### config.mk
export PLATFORM = sky130hd
export DESIGN_NAME = kernel_bank
export DESIGN_NICKNAME = d
export VERILOG_FILES = /design/src/rtl/kernel_bank.sv
export SDC_FILE = /design/constraint.sdc
export NUM_CORES = 1
export LEC_CHECK = 0
export BUFFER_PORTS_ARGS = -buffer_cell sky130_fd_sc_hd__buf_2
export CORE_MARGIN = 2
export CORE_UTILIZATION = 40
export DETAILED_ROUTE_END_ITERATION = 16
export GPL_TIMING_DRIVEN = 0
export SYNTH_ARGS = -nofsm -noshare
export SYNTH_HDL_FRONTEND = slang
export SYNTH_SLANG_ARGS = --single-unit
### constraint.sdc
create_clock -name clk_in -period 5.6 [get_ports clk_in]
set_input_delay 0.84 -clock clk_in [delete_from_list [all_inputs] [get_ports clk_in]]
set_output_delay 0.84 -clock clk_in [all_outputs]
set_load 0.05 [all_outputs]
### src/rtl/kernel_bank.sv
// Run-time programmable bank of KxK signed kernels. The active kernel is reloaded only at frame_start_in.
// Optional KERNEL_GAIN_CHECK_EN: flags committed kernels whose tap sum differs from (1 << shift).
module kernel_bank #(
  parameter int KERNEL_SIZE = 3,
  parameter int NUM_KERNELS = 4,
  parameter int COEFF_WIDTH = 8
) (
  input  logic                                                          clk_in,
  input  logic                                                          rst_in,
  input  logic                                                          frame_start_in,
  input  logic                                                          sel_valid_in,
  input  logic [$clog2(NUM_KERNELS)-1:0]                                sel_in,
  input  logic                                                          wr_valid_in,
  input  logic [$clog2(NUM_KERNELS)-1:0]                                wr_kernel_in,
  input  logic [$clog2(KERNEL_SIZE*KERNEL_SIZE+1)-1:0]                  wr_index_in,
  input  logic [COEFF_WIDTH-1:0]                                        wr_data_in,
  output logic signed [KERNEL_SIZE-1:0][KERNEL_SIZE-1:0][COEFF_WIDTH-1:0] coeffs_out,
  output logic [7:0]                                                    shift_out,
  output logic [$clog2(NUM_KERNELS)-1:0]                                active_sel_out,
  output logic                                                          pending_out,
  output logic                                                          update_out,
  output logic                                                          err_out,
  output logic                                                          gain_err_out
);

  localparam int K     = KERNEL_SIZE;
  localparam int KK    = K * K;
  localparam int SEL_W = $clog2(NUM_KERNELS);
  localparam int IDX_W = $clog2(KK + 1);

  typedef enum logic {IDLE, PENDING} sel_state_t;

  function automatic int binom(input int n, input int k);
    int r;
    r = 1;
    for (int i = 0; i < k; i++) r = r * (n - i) / (i + 1);
    return r;
  endfunction

  // Power-on contents: bank 0 identity, bank 1 binomial Gaussian, the rest zero.
  function automatic logic signed [COEFF_WIDTH-1:0] init_tap(input int k, input int t);
    int v;
    v = 0;
    if (k == 0)      v = (t == KK / 2) ? 1 : 0;
    else if (k == 1) v = binom(K - 1, t / K) * binom(K - 1, t % K);
    return COEFF_WIDTH'(v);
  endfunction

  function automatic logic [7:0] init_shift(input int k);
    return (k == 1) ? 8'(2 * (K - 1)) : 8'd0;
  endfunction

  logic signed [COEFF_WIDTH-1:0] bank_taps [NUM_KERNELS][KK];
  logic [7:0]                    bank_shift [NUM_KERNELS];
  logic signed [COEFF_WIDTH-1:0] active_taps_reg [KK];
  logic [7:0]                    shift_reg;
  logic [SEL_W-1:0]              active_sel_reg;
  logic [SEL_W-1:0]              pending_sel_reg;
  sel_state_t                    state_reg;
  logic                          update_reg;
  logic                          err_reg;

  logic             sel_in_range, sel_ok, sel_bad;
  logic             wr_in_range, wr_ok, wr_bad;
  logic [SEL_W-1:0] tgt;
  logic [7:0]       wr_shift;

  assign sel_in_range = ({1'b0, sel_in} < (SEL_W + 1)'(NUM_KERNELS));
  assign sel_ok       = sel_valid_in && sel_in_range;
  assign sel_bad      = sel_valid_in && !sel_in_range;
  assign wr_in_range  = ({1'b0, wr_kernel_in} < (SEL_W + 1)'(NUM_KERNELS)) &&
                        (wr_index_in <= IDX_W'(KK));
  assign wr_ok        = wr_valid_in && wr_in_range;
  assign wr_bad       = wr_valid_in && !wr_in_range;

  // A selection arriving with the frame pulse overrides any older pending request.
  assign tgt = sel_ok                 ? sel_in :
               (state_reg == PENDING) ? pending_sel_reg : active_sel_reg;

  generate
    if (COEFF_WIDTH >= 8) begin : g_shift_wide
      assign wr_shift = wr_data_in[7:0];
    end else begin : g_shift_narrow
      assign wr_shift = {{(8 - COEFF_WIDTH){1'b0}}, wr_data_in};
    end
  endgenerate

  always_ff @(posedge clk_in) begin
    if (rst_in) begin
      for (int k = 0; k < NUM_KERNELS; k++) begin
        for (int t = 0; t < KK; t++) bank_taps[k][t] <= init_tap(k, t);
        bank_shift[k] <= init_shift(k);
      end
      for (int t = 0; t < KK; t++) active_taps_reg[t] <= init_tap(1, t);
      shift_reg       <= init_shift(1);
      active_sel_reg  <= SEL_W'(1);
      pending_sel_reg <= '0;
      state_reg       <= IDLE;
      update_reg      <= 1'b0;
      err_reg         <= 1'b0;
    end else begin
      update_reg <= frame_start_in;
      err_reg    <= sel_bad || wr_bad;
      if (wr_ok) begin
        if (wr_index_in == IDX_W'(KK)) bank_shift[wr_kernel_in] <= wr_shift;
        else                           bank_taps[wr_kernel_in][wr_index_in] <= wr_data_in;
      end
      // Non-blocking reads here see the bank before any same-cycle write.
      if (frame_start_in) begin
        for (int t = 0; t < KK; t++) active_taps_reg[t] <= bank_taps[tgt][t];
        shift_reg      <= bank_shift[tgt];
        active_sel_reg <= tgt;
        state_reg      <= IDLE;
      end else if (sel_ok) begin
        pending_sel_reg <= sel_in;
        state_reg       <= PENDING;
      end
    end
  end

  genvar gi;
  generate
    for (gi = 0; gi < KK; gi++) begin : g_out
      assign coeffs_out[gi / K][gi % K] = active_taps_reg[gi];
    end
  endgenerate

  assign shift_out      = shift_reg;
  assign active_sel_out = active_sel_reg;
  assign pending_out    = (state_reg == PENDING);
  assign update_out     = update_reg;
  assign err_out        = err_reg;

`ifdef KERNEL_GAIN_CHECK_EN
  localparam int SW = COEFF_WIDTH + 2 * $clog2(K) + 1;

  logic signed [SW-1:0] gain_sum;
  logic [SW:0]          gain_target;
  logic                 gain_mismatch;
  logic                 gain_err_reg;

  always_comb begin
    gain_sum = '0;
    for (int t = 0; t < KK; t++) gain_sum = gain_sum + SW'(bank_taps[tgt][t]);
  end

  // Target is one bit wider so 1 << (SW-1) is not read back as negative.
  assign gain_target   = (SW + 1)'(1) << bank_shift[tgt];
  assign gain_mismatch = (bank_shift[tgt] >= 8'(SW)) ||
                         ({gain_sum[SW-1], gain_sum} != gain_target);

  always_ff @(posedge clk_in) begin
    if (rst_in)              gain_err_reg <= 1'b0;
    else if (frame_start_in) gain_err_reg <= gain_mismatch;
  end

  assign gain_err_out = gain_err_reg;
`else
  assign gain_err_out = 1'b0;
`endif

endmodule
==> run metrics <==
switching fraction of total power=25.65%; Clock Latency Late Sink=0.59 ns; Final min period=3.027 ns; antenna violations before repair=4; mean post-synth cell area=14.44 µm²; Max Fclk=330.3 MHz; Relative slew margins=24.91%; IO Pins=107; GRT overflow=0; die area=45,360 µm²; max FFs per register=288; Worst Hold Class=flip-flop to flip-flop; Post-Syn Nets=1,231; Startpoint Class=input pin; Via density=5.393; clk slew on worst S/H paths=0.06 ns; max cap viols=0; final core occ=46.58%; Slew @ Worst Pin=1.126 ns; Slew Viols, Final=0; total CTS buffers=44; static leakage=7.760 nW; IO Port Bufs=96; setup violators final=0; Internal=0.005309 W; first-pass GRT wire length=71,770 µm; Post-Syn Instances=1,210; vias in the first global route=10,430; worst clock skew=0.02200 ns; DR vias=10,630; number of enable flip-flop cells after synthesis=392; setup TNS=0 ns; GRT Overall Usage=22.53%; worst vdd ir=0.0001846 V; fin cells=1,971; clk root buf=clkbuf_16; Worst setup EP type=flip-flop; sequential cell area=12,070 µm²; Pwr Density=355.9 nW/µm²; multi-input logic area=4985 µm²; RSZ-0062 raised after global routing=no; CTS HTree Levels=2; Post-CTS Resized=0; synthesized area=17,470 µm²; hold buffers post-CTS=0; Detailed Route WL=50,120 µm; CTS tree=done; Die Width=213.0 µm; Fin. Hold Viols=0; Seq pwr share=50.0%; combinational power share=10.4%; Final nets=1,374; Filler Cells Inserted=3,827; Core ar.=43,080 µm²; sequential fraction of the synthesis area=69.11%; Post-synth top flop=edfxtp_1; Setup WS post-layout=2.573 ns; Routed Antenna Nets=0; Setup Crit Path Kind=input pin to flip-flop; Crit Path Max Fanout=10; Netlist cell types=43; number of remaining DRC errors=0; #FFs+latches synth=407; layout cell share with drive strength beyond 1=16.46%; Layout area overhead=14.88%; WP data required=5.99 ns; DR iter-0 viols=915; clock buffer depth=3; pre-CTS WS=2.056 ns; post-CTS setup buffers=0; commonest non-fill, non-tap cells in the layout=edfxtp_1, and2_1, mux2i_1, buf_2, clkbuf_1; row count=76; hpwl dp=32,800 µm; # placed instances=1,892; Sw Pwr=0.001832 W; Starting Density=40.55%; Clock power frac=39.6%; Pre-antenna DRT Iters=5; Async S/R FF share, synth=0%; pin count of the biggest net entering global routing=42; Vert. Die Dim=213.0 µm; crit path DAT=3.42 ns; wire length per cell=25.43 µm; routability congestion estimate=0.8569; period utilisation layout=54.06%; Final Total Pwr=0.007141 W; clk sinks=407; leading cell type in the layout, fill and taps excluded=edfxtp_1; outcome=complete, no violations; YS warnings=0
-- critical path, stage by stage --
cell and delay, ns:
buf_2 0.12, inv_1 0.08, clkbuf_1 0.22, a21oi_2 0.75
nand2_1 0.45, buf_2 0.43, buf_2 0.29, o22ai_1 0.22
-- worst paths after layout --
check                       startpoint                                    to  slack [ns]  cells after the start
max reg2reg   pending_out$_SDFFE_PP0P_  active_taps_reg[0][62]$_SDFFCE_PN0P_        2.59                      5
min reg2reg  shift_out[7]$_SDFFE_PP0P_             shift_out[7]$_SDFFE_PP0P_        0.47                      2
max                       sel_valid_in  active_taps_reg[0][56]$_SDFFCE_PN0P_        2.57                      8
min          shift_out[7]$_SDFFE_PP0P_             shift_out[7]$_SDFFE_PP0P_        0.47                      2
-- kinds of logic after synthesis --
group	share of synthesized area [%]
AO/OA/AOI/OAI	4.563
buffers and inverters	2.356
flip-flops	69.11
multiplexers	8.466
other	0.02147
AND/OR/NAND/NOR	15.49
-- power groups by stage --
stage	Sequential, W	Clock (W)	Combinational [W]
final	0.00357	0.00283	0.000743
after CTS	0.00357	0.00285	0.000742
after detailed placement	0.00363	0	0.000739
after global routing	0.00359	0.00295	0.000776
after global placement	0.00363	0	0.000736
after floorplan	0.00381	0	0.000306
-- cell type report --
cell class	count	share of cell area, %
Tap cell	585	3.648
Inverter	6	0.1247
Antenna cell	1	0.01247
Buffer	79	1.939
Multi-Input combinational cell	718	24.84
Sequential cell	407	60.16
Clock inverter	22	0.8106
Clock buffer	56	5.973
Timing Repair Buffer	97	2.494
-- layer usage --
layer | up-vias | track usage, % | share of wire [%] | wire [µm]
met2 | 474 | 35.43 | 46 | 23080
met3 | 93 | 4.559 | 7.8 | 3912
met4 | 0 | 8.078 | 3.5 | 1741
met1 | 5352 | 31.07 | 43 | 21390
met5 | - | 0 | 0 | 0
li1 | 4711 | - | - | -
-- synthesized netlist by cell type, drive strengths merged (9+ instances only) --
cell / instances / area (µm²)
edfxtp: 392 / 11770
and2: 294 / 1839
mux2i: 135 / 1355
o22ai: 63 / 394.1
clkbuf: 61 / 236.5
nor2: 49 / 183.9
or2: 40 / 250.2
nand2: 33 / 123.9
buf: 18 / 152.6
and3: 16 / 100.1
dfxtp: 15 / 300.3
a211oi: 12 / 90.09
or3: 11 / 68.82
nand2b: 9 / 56.30
-- metrics by stage --
stage | cell area (µm²) | hold slack, ns
2_1_floorplan | 17470 | 0.4534
3_3_place_gp | 18680 | 0.4469
3_5_place_dp | 18700 | 0.4565
4_1_cts | 20060 | 0.4692
5_1_grt | 20060 | 0.4721
6_report | 20070 | 0.4655
(Power assumes the default switching activity.)
